--- src/rtl/dmem_lsu_pkg.sv ---
// Shared encodings for the data-memory load/store sequencer:
// access sizes, AXI response codes and the controller state type.
package dmem_lsu_pkg;

    localparam logic [1:0] SZ_B      = 2'b00;
    localparam logic [1:0] SZ_H      = 2'b01;
    localparam logic [1:0] SZ_W      = 2'b10;
    localparam logic [1:0] SZ_X      = 2'b11;
    localparam logic [1:0] RESP_OKAY = 2'b00;

    typedef enum logic [2:0] {
        ST_IDLE,
        ST_WR_AW_W,
        ST_WR_RESP,
        ST_RD_ADDR,
        ST_RD_DATA,
        ST_RSP
    } lsu_state_e;

    // True for accesses that must be rejected without touching the bus.
    function automatic logic is_bad_access(input logic [1:0] size, input logic [1:0] offset);
        logic bad;
        case (size)
            SZ_H:    bad = offset[0];
            SZ_W:    bad = (offset != 2'b00);
            SZ_X:    bad = 1'b1;
            default: bad = 1'b0;
        endcase
        return bad;
    endfunction

endpackage

--- src/rtl/lsu_lane_align.sv ---
// Byte-lane steering: store replication and strobes, load extraction and
// sign/zero extension. Purely combinational.
module lsu_lane_align
    import dmem_lsu_pkg::*;
(
    input  logic [1:0]  size,
    input  logic [1:0]  offset,
    input  logic        is_unsigned,
    input  logic [31:0] store_data,
    input  logic [31:0] load_word,
    output logic [31:0] wdata,
    output logic [3:0]  wstrb,
    output logic [31:0] load_data
);

    logic [31:0] shifted;

    always_comb begin
        wdata = store_data;
        wstrb = 4'b1111;
        case (size)
            SZ_B: begin
                wdata = {4{store_data[7:0]}};
                wstrb = 4'b0001 << offset;
            end
            SZ_H: begin
                wdata = {2{store_data[15:0]}};
                wstrb = 4'b0011 << offset;
            end
            default: ;
        endcase
    end

    always_comb begin
        shifted   = load_word >> {offset, 3'b000};
        load_data = shifted;
        case (size)
            SZ_B: load_data = is_unsigned ? {24'h0, shifted[7:0]}
                                          : {{24{shifted[7]}}, shifted[7:0]};
            SZ_H: load_data = is_unsigned ? {16'h0, shifted[15:0]}
                                          : {{16{shifted[15]}}, shifted[15:0]};
            default: ;
        endcase
    end

endmodule

--- src/rtl/dmem_lsu_ctrl.sv ---
// Single-outstanding load/store sequencer from the memory stage to an
// AXI-lite data memory, with registered bus outputs and one-cycle response.
module dmem_lsu_ctrl
    import dmem_lsu_pkg::*;
#(
    parameter int AXI_AWIDTH = 10,
    parameter int AXI_DWIDTH = 32
) (
    input  logic                      AXI_ACLK,
    input  logic                      AXI_ARESETN,
    input  logic                      req_valid,
    output logic                      req_ready,
    input  logic                      req_we,
    input  logic [1:0]                req_size,
    input  logic                      req_unsigned,
    input  logic [31:0]               req_addr,
    input  logic [31:0]               req_wdata,
    output logic                      rsp_valid,
    output logic [31:0]               rsp_rdata,
    output logic                      rsp_err,
    output logic [AXI_AWIDTH-1:0]     AXI_AWADDR,
    output logic                      AXI_AWVALID,
    input  logic                      AXI_AWREADY,
    output logic [AXI_DWIDTH-1:0]     AXI_WDATA,
    output logic [AXI_DWIDTH/8-1:0]   AXI_WSTRB,
    output logic                      AXI_WVALID,
    input  logic                      AXI_WREADY,
    input  logic [1:0]                AXI_BRESP,
    input  logic                      AXI_BVALID,
    output logic                      AXI_BREADY,
    output logic [AXI_AWIDTH-1:0]     AXI_ARADDR,
    output logic                      AXI_ARVALID,
    input  logic                      AXI_ARREADY,
    input  logic [AXI_DWIDTH-1:0]     AXI_RDATA,
    input  logic [1:0]                AXI_RRESP,
    input  logic                      AXI_RVALID,
    output logic                      AXI_RREADY
);

    lsu_state_e            state_q, state_d;
    logic [1:0]            size_q, size_d, offset_q, offset_d;
    logic                  unsigned_q, unsigned_d;
    logic                  awvalid_q, awvalid_d, wvalid_q, wvalid_d, bready_q, bready_d;
    logic                  arvalid_q, arvalid_d, rready_q, rready_d;
    logic [AXI_AWIDTH-1:0] awaddr_q, awaddr_d, araddr_q, araddr_d;
    logic [31:0]           wdata_q, wdata_d, rsp_rdata_q, rsp_rdata_d;
    logic [3:0]            wstrb_q, wstrb_d;
    logic                  rsp_valid_q, rsp_valid_d, rsp_err_q, rsp_err_d;

    logic [1:0]            cur_size, cur_offset;
    logic [31:0]           lane_wdata, lane_load;
    logic [3:0]            lane_wstrb;
    logic                  unused_addr_bits;

    assign unused_addr_bits = ^req_addr[31:AXI_AWIDTH+2];

    // The aligner sees the live request while idle and the latched one afterwards.
    assign cur_size   = (state_q == ST_IDLE) ? req_size       : size_q;
    assign cur_offset = (state_q == ST_IDLE) ? req_addr[1:0]  : offset_q;

    lsu_lane_align u_align (
        .size        (cur_size),
        .offset      (cur_offset),
        .is_unsigned (unsigned_q),
        .store_data  (req_wdata),
        .load_word   (AXI_RDATA[31:0]),
        .wdata       (lane_wdata),
        .wstrb       (lane_wstrb),
        .load_data   (lane_load)
    );

    always_comb begin
        state_d     = state_q;
        size_d      = size_q;
        offset_d    = offset_q;
        unsigned_d  = unsigned_q;
        awvalid_d   = awvalid_q;
        wvalid_d    = wvalid_q;
        bready_d    = bready_q;
        arvalid_d   = arvalid_q;
        rready_d    = rready_q;
        awaddr_d    = awaddr_q;
        araddr_d    = araddr_q;
        wdata_d     = wdata_q;
        wstrb_d     = wstrb_q;
        rsp_valid_d = 1'b0;
        rsp_err_d   = rsp_err_q;
        rsp_rdata_d = rsp_rdata_q;
        case (state_q)
            ST_IDLE: if (req_valid) begin
                size_d      = req_size;
                offset_d    = req_addr[1:0];
                unsigned_d  = req_unsigned;
                rsp_err_d   = 1'b0;
                rsp_rdata_d = 32'h0;
                if (is_bad_access(req_size, req_addr[1:0])) begin
                    state_d     = ST_RSP;
                    rsp_valid_d = 1'b1;
                    rsp_err_d   = 1'b1;
                end else if (req_we) begin
                    state_d   = ST_WR_AW_W;
                    awvalid_d = 1'b1;
                    wvalid_d  = 1'b1;
                    bready_d  = 1'b1;
                    awaddr_d  = req_addr[AXI_AWIDTH+1:2];
                    wdata_d   = lane_wdata;
                    wstrb_d   = lane_wstrb;
                end else begin
                    state_d   = ST_RD_ADDR;
                    arvalid_d = 1'b1;
                    rready_d  = 1'b1;
                    araddr_d  = req_addr[AXI_AWIDTH+1:2];
                end
            end
            // AW and W complete independently; move on once neither is pending.
            ST_WR_AW_W: begin
                if (awvalid_q && AXI_AWREADY) awvalid_d = 1'b0;
                if (wvalid_q && AXI_WREADY)   wvalid_d  = 1'b0;
                if (!awvalid_d && !wvalid_d)  state_d   = ST_WR_RESP;
            end
            ST_WR_RESP: if (AXI_BVALID) begin
                bready_d    = 1'b0;
                rsp_err_d   = (AXI_BRESP != RESP_OKAY);
                rsp_valid_d = 1'b1;
                state_d     = ST_RSP;
            end
            ST_RD_ADDR: if (AXI_ARREADY) begin
                arvalid_d = 1'b0;
                state_d   = ST_RD_DATA;
            end
            ST_RD_DATA: if (AXI_RVALID) begin
                rready_d    = 1'b0;
                rsp_rdata_d = lane_load;
                rsp_err_d   = (AXI_RRESP != RESP_OKAY);
                rsp_valid_d = 1'b1;
                state_d     = ST_RSP;
            end
            ST_RSP:  state_d = ST_IDLE;
            default: state_d = ST_IDLE;
        endcase
    end

    always_ff @(posedge AXI_ACLK or negedge AXI_ARESETN) begin
        if (!AXI_ARESETN) begin
            state_q     <= ST_IDLE;
            size_q      <= SZ_B;
            offset_q    <= 2'b00;
            unsigned_q  <= 1'b0;
            awvalid_q   <= 1'b0;
            wvalid_q    <= 1'b0;
            bready_q    <= 1'b0;
            arvalid_q   <= 1'b0;
            rready_q    <= 1'b0;
            awaddr_q    <= '0;
            araddr_q    <= '0;
            wdata_q     <= 32'h0;
            wstrb_q     <= 4'h0;
            rsp_valid_q <= 1'b0;
            rsp_err_q   <= 1'b0;
            rsp_rdata_q <= 32'h0;
        end else begin
            state_q     <= state_d;
            size_q      <= size_d;
            offset_q    <= offset_d;
            unsigned_q  <= unsigned_d;
            awvalid_q   <= awvalid_d;
            wvalid_q    <= wvalid_d;
            bready_q    <= bready_d;
            arvalid_q   <= arvalid_d;
            rready_q    <= rready_d;
            awaddr_q    <= awaddr_d;
            araddr_q    <= araddr_d;
            wdata_q     <= wdata_d;
            wstrb_q     <= wstrb_d;
            rsp_valid_q <= rsp_valid_d;
            rsp_err_q   <= rsp_err_d;
            rsp_rdata_q <= rsp_rdata_d;
        end
    end

    assign req_ready   = (state_q == ST_IDLE);
    assign rsp_valid   = rsp_valid_q;
    assign rsp_err     = rsp_err_q;
    assign rsp_rdata   = rsp_rdata_q;
    assign AXI_AWADDR  = awaddr_q;
    assign AXI_AWVALID = awvalid_q;
    assign AXI_WDATA   = wdata_q;
    assign AXI_WSTRB   = wstrb_q;
    assign AXI_WVALID  = wvalid_q;
    assign AXI_BREADY  = bready_q;
    assign AXI_ARADDR  = araddr_q;
    assign AXI_ARVALID = arvalid_q;
    assign AXI_RREADY  = rready_q;

endmodule
--- config.mk ---
export PLATFORM = sky130hd
export DESIGN_NAME = dmem_lsu_ctrl
export DESIGN_NICKNAME = d
export VERILOG_FILES = /design/src/rtl/dmem_lsu_pkg.sv /design/src/rtl/lsu_lane_align.sv /design/src/rtl/dmem_lsu_ctrl.sv
export SDC_FILE = /design/constraint.sdc
export NUM_CORES = 1
export LEC_CHECK = 0
export CORE_MARGIN = 1
export CORE_UTILIZATION = 44
export DETAILED_ROUTE_END_ITERATION = 10
export PLACE_DENSITY = 0.85
export SLEW_MARGIN = 20
export SYNTH_ARGS = -nofsm -noshare
export SYNTH_HDL_FRONTEND = slang
export SYNTH_SLANG_ARGS = --single-unit
--- constraint.sdc ---
create_clock -name AXI_ACLK -period 2.4 [get_ports AXI_ACLK]
set_input_delay 0.48 -clock AXI_ACLK [delete_from_list [all_inputs] [get_ports AXI_ACLK]]
set_output_delay 0.48 -clock AXI_ACLK [all_outputs]
set_load 0.005 [all_outputs]
==> results.md <==
* Outcome: finished, final reports clean
* Flops & latches, synth at 103
* Number of unique standard cell types used by synthesis at 48
* Clock insertion delay at the later pin of the skew report at 350 ps
* CTS H-tree depth at 3
* Setup skew after layout at 8.23 ps
* Reg2reg end: rsp_rdata[10]
* Final wirelength at 15.7 mm
* Relative slew slack at 0.616
* F_max at 0.462 GHz
* Most common cell after layout, fill and taps aside: sky130_fd_sc_hd__clkdlybuf4s50_1
* Total overflow reported by the global router at 0
* Worst setup path class: input port to flip-flop
* Initial antenna violation count at 0
* Filler Cells Inserted at 888
* Net count after synthesis at about 630
* Clock period minus worst slack at 2170 ps
* Proportion of layout cells with a drive suffix above 1 at 0.143
* Number of instances in the placed design at 845
* Port buffer count at 187
* Reg clk slew, reported paths at 60 ps
* Post-synthesis instance area at 5180 um2
* Initial cell density of the core at 0.452
* Setup violators final at 0
* Register cell area after layout at 2580 um2
* Element type at the critical path start: input port
* Path type of the worst min-delay path: input port to async pin
* Worst path setup slack after routing at 235 ps
* Violation count after the first detailed-routing iteration at 229
* Share of the synthesized area in the top cell type at 0.497
* Count of placed standard cells in the final layout, fillers left out at 862
* Mapped Cells at 519
* Multi-input gate area in the final layout at approximately 2400 um2
* Pre-CTS setup slack at -88.5 ps
* Die height at 111 um
* Average vias per placed instance at 5.65
* Total power per unit cell area at 1260 nW/um2
* Leakage Power at 3.42 nW
* Site Rows at 39
* Crit Reg-Reg Startpoint: state_q[0]
* Number of cells upsized or downsized after cts at 0
* Crit. Startpoint: req_addr[1]
* Number of global-route vias before repair at 4965
* Ys Warns at 0
* Setup tns final at 0 ps
* CTS Root Cell: sky130_fd_sc_hd__clkbuf_16
* Tightest Pin Transition at 574 ps
* Maximum number of pins on one net before global-route repair at 57
* Top cells by area, synth: sky130_fd_sc_hd__dfrtp_1 50%, sky130_fd_sc_hd__nand2_1 8.3%, sky130_fd_sc_hd__mux2i_1 6.4%
* Overall die area at roughly 12000 um2
* Total Nets Final at a little over 800
* Final routed wire length divided by cell count at ~18 um
* Number of sinks driven by the clock tree at 103
* First-pass GRT wire length at 25.3 mm
* Portion of the clock cycle consumed by the worst path in the final layout at 0.902
* Top library cells by usage in the layout, fill and taps aside: 186 x sky130_fd_sc_hd__clkdlybuf4s50_1, 114 x sky130_fd_sc_hd__nand2_1, 103 x sky130_fd_sc_hd__dfrtp_1
* Detailed Routing Iterations Pass 1 at 5
* Mean instance size in the synthesized netlist at 9.99 um2
* Register-to-register setup slack at 250 ps
* Crit path arrival time at 2400 ps
* Placeable Area at approximately 11000 um2
* Hold buffer count at CTS at 0
* Routed vias at 4873
* R2R cell count at 7
* Area growth, synth to finish at 49.2%
* # IOs at 208
* Post-CTS setup-driven buffer insertion count at 0
* CTS max path bufs at 2
* Setup crit end kind: flip-flop
* Required time at the worst-slack endpoint at around 2600 ps
* Final hold violations at 0
* Seq/Total Area, Yosys at 0.497
* Unrepaired setup endpoints after global routing: no
* Count of final max-slew check failures at 0
* Number of buffers added by the clock tree synthesis step at 9
* Critical path capture point: AXI_ARADDR[6]
* Crit path max fanout at 11
* Hpwl dp at roughly 11 mm
* Gr usage total at 0.259
* Antenna diode count at 0
* Post-synth top area cell: sky130_fd_sc_hd__dfrtp_1
* Routed Antenna Nets at 0
* DR DRC count at 0
* Largest voltage drop on the vdd net at 0.766 mV
* CTS tree: yes
* Count of max-cap constraint violations at 0
* Final weighted congestion of routability-driven global placement at ~0.9
* Horizontal extent of the die at between 100 and 150 um
[routing by layer]
metal,vias up,global-route usage,share of wire
met5,-,0,0
met1,2385,0.316,0.40
li1,2235,-,-
met3,40,0.0615,0.074
met2,213,0.428,0.49
met4,0,0.129,0.032
[critical path, stage by stage]
cell	delay [ps]
sky130_fd_sc_hd__clkdlybuf4s50_1	470
sky130_fd_sc_hd__o21a_1	210
sky130_fd_sc_hd__o22ai_1	360
sky130_fd_sc_hd__nor3b_2	350
sky130_fd_sc_hd__buf_12	180
sky130_fd_sc_hd__mux2_2	340
[state kept, by name, indices dropped and copies added, names as in the netlist]
| register | flops |
|---|---|
| AXI_AWVALID | 1 |
| AXI_ARVALID | 1 |
| AXI_WVALID | 1 |
| rsp_rdata | 32 |
| AXI_RREADY | 1 |
| state_q | 3 |
| AXI_WSTRB | 4 |
| AXI_AWADDR | 10 |
| offset_q | 2 |
| AXI_WDATA | 32 |
| unsigned_q | 1 |
| rsp_err | 1 |
| rsp_valid | 1 |
| AXI_BREADY | 1 |
| AXI_ARADDR | 10 |
| size_q | 2 |
[cells by family after synthesis]
group | share of synthesized area
mux | 0.149
simple gates | 0.145
buf+inv | 0.0398
compound gates | 0.169
flops | 0.497
[worst min path at each step]
stage	to	startpoint	slack, ps
global route	AXI_WDATA[10]	AXI_ARESETN	80
detailed placement	AXI_WDATA[21]	AXI_ARESETN	440
global placement	AXI_WDATA[21]	AXI_ARESETN	430
CTS	AXI_WDATA[10]	AXI_ARESETN	70
floorplan	AXI_ARADDR[0]	AXI_ARESETN	180
finish	AXI_WDATA[21]	AXI_ARESETN	60
[synth_stat cells, drive strengths merged]
cell,count
mux4,2
a221o,1
a22oi,8
o211ai,7
dfrtp,103
o31ai,18
o31a,3
nand2,115
a21boi,1
mux2i,35
nand2b,1
nand4,1
o22ai,3
a21oi,19
and3,2
o21ai,18
inv,7
or3,1
or4,1
o21a,1
buf,13
a211o,2
and2,2
nor3b,2
nand3b,1
clkbuf,26
a221oi,3
or3b,1
a211oi,9
nor3,3
nor2,30
a41oi,1
a21o,8
a22o,1
a31oi,20
nand3,17
and4b,1
mux2,32
[through the flow]
stage	hold slack, ps	power (W)	util	instance area, um2
finish	55.8	0.00978	0.674	7730
global route	82.4	0.0104	0.674	7730
CTS	67.2	0.00979	0.673	7720
detailed placement	442	0.00832	0.648	7430
global placement	431	0.00812	0.648	7430
floorplan	184	0.00560	-	5180
[cell type report]
class,count,area share
Clock inverter,2,0.00194
Sequential cell,103,0.333
Inverter,7,0.00340
Clock buffer,13,0.0350
Tap cell,143,0.0231
Timing Repair Buffer,224,0.289
Multi-Input combinational cell,370,0.314
[power by group]
| part | switching, W | internal [W] | leakage, nW |
|---|---|---|---|
| Clock | 0.000631 | 0.000784 | 0.134 |
| Sequential | 0.000495 | 0.00251 | 1.30 |
| Combinational | 0.00243 | 0.00292 | 1.99 |
No activity file was read; power rests on OpenSTA's default activity.
